[src/rtl/tc141_falign.sv]
// Frame aligner: buffers early stream A and realigns it to late stream B on start-of-frame.
// Define TC141_FALIGN_SKEW_EN to keep the measured A-to-B skew on o_skew.
module tc141_falign #(
    parameter int DAT = 8,
    parameter int DEP = 16,
    parameter int PTW = 4
) (
    input  logic           clk,
    input  logic           rst,
    input  logic           a_vld,
    input  logic           a_sof,
    input  logic [DAT-1:0] a_dat,
    input  logic           b_vld,
    input  logic           b_sof,
    input  logic [DAT-1:0] b_dat,
    output logic           o_vld,
    output logic           o_sof,
    output logic [DAT-1:0] o_adat,
    output logic [DAT-1:0] o_bdat,
    output logic           lock,
    output logic           err,
    output logic [PTW:0]   o_skew
);

    typedef enum logic [1:0] {
        HUNT,
        WAIT,
        LOCK
    } st_t;

    st_t st, st_nx;

    logic [PTW:0]   wp, rp, occ_nx;
    logic [DAT:0]   mem [DEP];
    logic [DAT:0]   head;
    logic           full, empty;
    logic           push, pop, fault, out_v, lock_ev;
    logic [DAT-1:0] out_a;

    assign full  = (wp[PTW] != rp[PTW]) && (wp[PTW-1:0] == rp[PTW-1:0]);
    assign empty = (wp == rp);
    assign head  = mem[rp[PTW-1:0]];
    assign lock  = (st == LOCK);

    always_comb begin
        st_nx   = st;
        push    = 1'b0;
        pop     = 1'b0;
        fault   = 1'b0;
        out_v   = 1'b0;
        out_a   = head[DAT-1:0];
        lock_ev = 1'b0;
        unique case (st)
            HUNT: begin
                if (a_vld && a_sof) begin
                    if (b_vld && b_sof) begin
                        out_v   = 1'b1;
                        out_a   = a_dat;
                        st_nx   = LOCK;
                        lock_ev = 1'b1;
                    end else begin
                        push  = 1'b1;
                        st_nx = WAIT;
                    end
                end
            end
            WAIT: begin
                if (a_vld && full) begin
                    fault = 1'b1;
                end else begin
                    push = a_vld;
                    if (b_vld && b_sof) begin
                        pop     = 1'b1;
                        out_v   = 1'b1;
                        st_nx   = LOCK;
                        lock_ev = 1'b1;
                    end
                end
            end
            LOCK: begin
                if (a_vld && full) begin
                    fault = 1'b1;
                end else if (b_vld && empty) begin
                    // empty FIFO with A present means zero skew: pass a_dat straight through
                    if (!a_vld || (a_sof != b_sof)) begin
                        fault = 1'b1;
                    end else begin
                        out_v = 1'b1;
                        out_a = a_dat;
                    end
                end else begin
                    push = a_vld;
                    if (b_vld) begin
                        if (head[DAT] != b_sof) begin
                            fault = 1'b1;
                        end else begin
                            pop   = 1'b1;
                            out_v = 1'b1;
                        end
                    end
                end
            end
            default: st_nx = HUNT;
        endcase
        if (fault) begin
            st_nx   = HUNT;
            push    = 1'b0;
            pop     = 1'b0;
            out_v   = 1'b0;
            lock_ev = 1'b0;
        end
    end

    assign occ_nx = wp - rp + {{PTW{1'b0}}, push} - {{PTW{1'b0}}, pop};

    always_ff @(posedge clk or posedge rst) begin
        if (rst) begin
            st <= HUNT;
            wp <= '0;
            rp <= '0;
        end else begin
            st <= st_nx;
            if (fault) begin
                rp <= wp;
            end else begin
                wp <= wp + {{PTW{1'b0}}, push};
                rp <= rp + {{PTW{1'b0}}, pop};
            end
        end
    end

    always_ff @(posedge clk) begin
        if (push) mem[wp[PTW-1:0]] <= {a_sof, a_dat};
    end

    always_ff @(posedge clk or posedge rst) begin
        if (rst) begin
            o_vld  <= 1'b0;
            o_sof  <= 1'b0;
            o_adat <= '0;
            o_bdat <= '0;
            err    <= 1'b0;
        end else begin
            o_vld <= out_v;
            o_sof <= out_v & b_sof;
            err   <= fault;
            if (out_v) begin
                o_adat <= out_a;
                o_bdat <= b_dat;
            end
        end
    end

`ifdef TC141_FALIGN_SKEW_EN
    logic [PTW:0] skew_q;

    always_ff @(posedge clk or posedge rst) begin
        if (rst) skew_q <= '0;
        else if (lock_ev) skew_q <= occ_nx;
    end

    assign o_skew = skew_q;
`else
    logic unused_skew;

    assign unused_skew = ^{occ_nx, lock_ev};
    assign o_skew      = '0;
`endif

endmodule

[config.mk]
export PLATFORM = sky130hd
export DESIGN_NAME = tc141_falign
export DESIGN_NICKNAME = d
export VERILOG_FILES = /design/src/rtl/tc141_falign.sv
export SDC_FILE = /design/constraint.sdc
export NUM_CORES = 1
export LEC_CHECK = 0
export CAP_MARGIN = 40
export CORE_MARGIN = 8
export CORE_UTILIZATION = 53
export DETAILED_ROUTE_END_ITERATION = 8
export PLACE_DENSITY = 0.81
export REMOVE_ABC_BUFFERS = 1
export SYNTH_ARGS = -nofsm -noshare
export SYNTH_HDL_FRONTEND = slang
export SYNTH_SLANG_ARGS = --single-unit
[constraint.sdc]
create_clock -name clk -period 3.5 [get_ports clk]
set_clock_uncertainty 0.05 [all_clocks]
set_input_delay 0.35 -clock clk [delete_from_list [all_inputs] [get_ports clk]]
set_output_delay 0.35 -clock clk [all_outputs]
set_load 0.1 [all_outputs]
* Yosys cells after proc, flatten, opt, wreduce, memory -nomap -nowiden
Memory sizes are Yosys's and may differ from the RTL's.
Index checks and enable logic that the tools add are counted.
W data, S select, Z words.
** Operators by class
- Equal/unequal tests :: 11
- Reduce and logical (&&, ||, !) cells :: 9
- Add/subtract/negate cells :: 2
- Divide/modulo/power cells :: 0
- Shift operators :: 0
- Mux-type cells :: 43
- $lt $le $gt $ge :: 0
- Bitwise logic cells :: 1
- Multipliers :: 0
** Operators with widths (number)
- $mux W8 :: 5
- $mux W1 :: 26
- $pmux W8 S2 :: 1
- $add A5 B1 Y5 :: 2
- $mux W2 :: 5
- $ne A3 B3 Y1 const B :: 3
- $pmux W1 S3 :: 2
- $pmux W2 S3 :: 1
- $eq A5 B5 Y1 :: 1
- $logic_and A1 B1 Y1 :: 5
- $mux W5 :: 1
- $eq A4 B4 Y1 :: 1
- $pmux W1 S2 :: 2
- $reduce_and A4 Y1 :: 1
- $ne A1 B1 Y1 :: 3
- $eq A2 B1 Y1 const B :: 1
- $eq A2 B2 Y1 const B :: 1
- $logic_not A2 Y1 :: 1
- $ne A2 B1 Y1 const B :: 1
- $and A1 B1 Y1 :: 1
- $logic_not A1 Y1 :: 1
- $logic_or A1 B1 Y1 :: 1
** Storage, ports and cells
- Bits in writable memories :: 144
- ROM bits :: 0
- Memories kept :: 1
- Register bits :: 31
- Logic and storage cells :: 75
- Output and inout bits :: 25
- Input bits :: 22
- Latch bits :: 0
** Memories
- mem :: depth 16, width 9, rd ports 1, clocked after memory_dff 0, wr ports 1, RTL line 34 : logic [DAT:0] mem [DEP];

* Logic depth before layout (Yosys ltp)
An unclocked memory read counts as a cell.
- Depth after elaboration :: 10
- Depth in mapped cells :: 15
- Depth with buffers taken out :: 12

* Worst setup path after synthesis
OpenSTA, ideal clock, no wires.
- Path type :: reg-to-reg
- From :: register st[0]
- To :: memory mem[10][0] (netlist name) (enable)
- Library setup time :: 0.399 ns
- Stages on the path, launching flop included :: 10
- Clock period less this slack :: 3.962 ns
- Setup slack :: -0.462 ns
- Buffers on the path :: 2
- Data arrival time :: 3.512 ns
- Required time :: 3.051 ns
- Cell sequence :: dfrtp_1 -> inv_1 -> ha_1 -> clkbuf_1 -> o211a_1 -> o211ai_1 -> nor2b_1 -> nand2_1 -> buf_2 -> nor4_1
** Between the ends
- Word-level cells in the longest chain between the ends :: 5
- Elaborated cells between the ends (all ways) :: 8
- Classes of those cells :: eq/ne: 2; mux: 5; reduce/logical: 1
** Ends and longest elaborated chain
- start: declaration :: RTL line 31 : st_t st, st_nx;
- start signal: assignment :: RTL line 122 : st <= st_nx;
- $eq A2 B2 Y1 *
- named net lock :: RTL line 20 : output logic lock,
- $pmux W1 S3 / $pmux W1 S2 (equally long branches) :: RTL line 53 : unique case (st)
- $mux W1 * :: RTL line 105 : if (fault) begin
- $mux W1 * :: RTL line 133 : if (push) mem[wp[PTW-1:0]] <= {a_sof, a_dat};
- $mux W1 (implied by the code) * :: RTL line 133
- end: declaration :: RTL line 34
Mark *: on every way through the listed nets, which the timed path passes. The rest lies on a longest branch.

* Worst setup path after layout
- From :: register rp[1]
- To :: register wp[1]
** Between the ends
- Word-level cells in the longest chain between the ends :: 9
- Elaborated cells between the ends (all ways) :: 19
- Classes of those cells :: add/sub: 1; eq/ne: 3; mux: 11; reduce/logical: 3; memory: 1
** Ends and longest elaborated chain
- start: declaration :: RTL line 33 : logic [PTW:0] wp, rp, occ_nx;
- start signal: assignment :: RTL line 124 : rp <= wp;
- start signal: assignment :: RTL line 127 : rp <= rp + {{PTW{1'b0}}, pop};
- $mem_v2 Z16 W9
- $ne A1 B1 Y1 :: RTL line 94 : if (head[DAT] != b_sof) begin
- $mux W1 :: RTL line 94
- $mux W1 :: RTL line 93 : if (b_vld) begin
- $mux W1 :: RTL line 83 : end else if (b_vld && empty) begin
- $mux W1 :: RTL line 81 : if (a_vld && full) begin
- $pmux W1 S2 :: RTL line 53
- $mux W1 :: RTL line 105
- $add A5 B1 Y5 :: RTL line 126 : wp <= wp + {{PTW{1'b0}}, push};
- end signal: assignment :: RTL line 126
- end: declaration :: RTL line 33
Parallel ways exist; a longest one is shown, timed or not.
A chain may end at the register's enable or synchronous reset.

==> flow_metrics.py <==
metrics = {
    "cts": {
        "clk_pin_slew_ns": 0.06,
        "cts_buffer_depth": 2,
        "cts_tree": "built",
        "post_cts.repair.setup_buffers": 0,
        "numCtsBuffers": 17,
        "clock-sinks": 175,
        "ctsRootBufferMaster": "clkbuf_16",
        "ctsHoldBuffers": 0,
        "htree_num_levels": 4,
        "worstSkewPairLatency_ns": 0.43,
        "cts_resized": 0,
    },
    "synthesis": {
        "synthCells": 403,
        "ys_seq_area_share_pct": 68.6,
        "syn_area_um2": 7430,
        "synthTopCellsByArea": "edfxtp_1, mux4_2, dfrtp_1",
        "synth_seq_cells": 175,
        "ys.flop_type": "edfxtp_1",
        "synth_top_area_share_pct": 58.2,
        "synth_top_cell_by_area": "edfxtp_1",
        "avgSynthCellArea_um2": 18.4,
        "ys_warn_count": 0,
        "ys_async_sr_fraction_pct": 17.7,
        "synth-edff-count": 144,
        "ys_types": 47,
    },
    "placed_design": {
        "hpwlAfterDp_um": 10500,
        "pre_cts_slack_ns": 0.176,
        "globalplace.congestion": 0.930,
        "io_buffers": 41,
    },
    "sta": {
        "max_freq_ghz": 0.299,
        "maxSlewHeadroom_pct": 47.0,
        "worst_slew_pin_slew_ns": 0.792,
        "min_period_ns": 3.34,
        "setup_ws_ns": 0.157,
        "drv_slew": 0,
        "finalHoldViolCount": 0,
        "tns_ns": 0,
        "setup_violations": 0,
        "grt_setup_unrepaired": "false",
        "fin_crit_sh_pct": 95.5,
    },
    "global_route": {
        "grt_pass1_vias": 4210,
        "grt_max_degree": 33,
        "antenna_found_initial": 0,
        "grt_pass1_wl_um": 24200,
        "grt_usage_pct": 18.1,
        "grt.overflow.total": 0,
    },
    "floorplanning": {
        "floorplan.initialDensity_pct": 54.0,
        "die_width_um": 134,
        "io_pins": 47,
        "dieArea_um2": 18100,
        "coreArea_um2": 13800,
        "row_count": 43,
        "die_h_um": 134,
    },
    "layout": {
        "antenna_cells": 0,
        "multi_input_area_um2": 2250,
        "regArea_um2": 5100,
        "fillers": 887,
        "area_delta_synth_final_pct": 23.3,
        "nNetsFinal": 532,
        "final_layout_size_suffix_gt1_share_pct": 34.8,
    },
    "run_status": {
        "outcome": "finished clean",
    },
    "drt": {
        "vias": 4145,
        "drc": 0,
        "wirelength_um": 15500,
        "viasPerCell": 5.96,
        "avgRoutedWirePerCell_um": 22.3,
        "drt_iter0_markers": 398,
        "antenna_left": 0,
        "drt_pass1_iterations": 5,
    },
    "worst_setup_path": {
        "worst-path-buf-inv": 0,
        "critPathMostFrequentCell": "ha_1",
        "slowest_delay_ns": 0.56,
        "cp-end-kind": "flip-flop",
        "required_ns": 3.76,
        "worstPathCellList": "mux2i_1 -> mux4_2 -> mux2_4 -> or4_1 -> nand2_1 -> nor2_1 -> ha_1 -> ha_1 -> mux2_2",
        "path_max_fanout": 13,
        "crit_type": "reg -> reg",
        "cp-start-kind": "flip-flop",
        "cp_top_family": "multiplexers",
        "crit_slowest_cell": "or4_1",
        "crit_arrival_ns": 3.61,
    },
    "min_path": {
        "hp-class": "in -> async",
    },
    "pwr": {
        "p_leak_nw": 3.30,
        "ir_drop_uv": 428,
        "p_per_area_nw_per_um2": 899,
    },
    "run": {
        "drv_cap": 0,
    },
}
cells in the mapped netlist (6+ instances only):
library cell and n:
clkbuf_1 8, inv_1 9, ha_1 8, nor4_1 17, mux2_2 15, mux2i_1 10
dfrtp_1 31, nand2_1 11, a22o_1 7, nor2_1 14, buf_2 6, mux2_4 9
buf_4 6, nand3_1 6, mux4_2 42, xnor2_1 10, edfxtp_1 144
worst paths after layout:
kind | start | to | slack [ns] | cells after the start
worst max-delay path | rp[1] | wp[1] | 0.16 | 9
worst min-delay path | rst | err | 0.30 | 2
worst max register to register | rp[1] | wp[1] | 0.16 | 9
worst min register to register | o_adat[6] | o_adat[6] | 0.45 | 1
max in group asynchronous | rst | o_adat[3] | 2.42 | 3
min in group clk | o_adat[6] | o_adat[6] | 0.45 | 1
cells by family after synthesis:
group / Yosys count / share of synthesized area (%)
adders and majority gates: 8 / 1.35
DFF: 175 / 68.6
muxes: 76 / 18.2
AOI/OAI and AO/OA: 28 / 3.05
and+or+nand+nor: 68 / 4.87
xor gates and xnor gates: 12 / 1.41
other: 1 / 0.0505
buffers and inverters: 35 / 2.49
per-layer routing:
metal,GRT usage [%],share of wire (%)
met5,0,0
met4,6.55,1.9
met3,4.08,6.7
met2,28.1,48
met1,24.7,43
cell type report:
class	count	share of cell area (%)
inverter	9	0.369
tap	180	2.46
clock buffer	17	4.64
multi-input combinational	197	24.6
sequential	175	55.7
timing repair buffer	102	11.0
clock inverter	15	1.30
layout by cell type (no fill, tap or decap), types with 3 or more instances in the layout:
cell             synthesis  routed
nor2_1                  14      14
buf_4                    6      42
clkbuf_16                0      17
nand3_1                  6       6
inv_6                    0       3
nand2_1                 11      11
edfxtp_1               144     144
o21ai_0                  5       5
xnor2_1                 10      10
nor4_1                  17       3
mux4_2                  42      42
conb_1                   1       5
ha_1                     8       8
a22o_1                   7       7
clkinv_2                 0       6
buf_8                    0      19
inv_1                    9       9
or2_2                    3       3
o31ai_1                  3       3
mux2_4                   9       9
mux2_2                  15      15
mux2i_1                 10      10
dfrtp_1                 31      29
nand2b_1                 4       4
clkdlybuf4s50_1          0      40
nor4_2                   0      14
state kept, by name (all words and copies together), names as in the netlist:
name    count
err         1
o_adat      8
st          2
wp          5
o_sof       1
o_bdat      8
o_vld       1
rp          5
mem       144
per-stage QoR:
| stage | cells | hold WS [ns] | utilization (%) | area, um2 | total power [W] |
|---|---|---|---|---|---|
| 5_1_grt | 695 | 0.409 | 66.5 | 9160 | 0.00857 |
| 2_1_floorplan | 381 | 0.399 | - | 7300 | 0.00521 |
| 6_report | 695 | 0.298 | 66.5 | 9160 | 0.00824 |
| 3_5_place_dp | 663 | 0.444 | 62.6 | 8620 | 0.00654 |
| 3_3_place_gp | 641 | 0.437 | 60.3 | 8310 | 0.00611 |
| 4_1_cts | 695 | 0.315 | 66.5 | 9160 | 0.00829 |
power breakdown:
| part | switching [W] | total [W] | internal (W) | leakage (nW) |
|---|---|---|---|---|
| logic | 0.00211 | 0.00375 | 0.00164 | 1.36 |
| registers | 0.000204 | 0.00276 | 0.00255 | 1.68 |
| clock network | 0.000765 | 0.00174 | 0.000972 | 0.272 |
| total | 0.00308 | 0.00824 | 0.00516 | 3.30 |
Note: power is estimated with default switching activity, not from simulation.
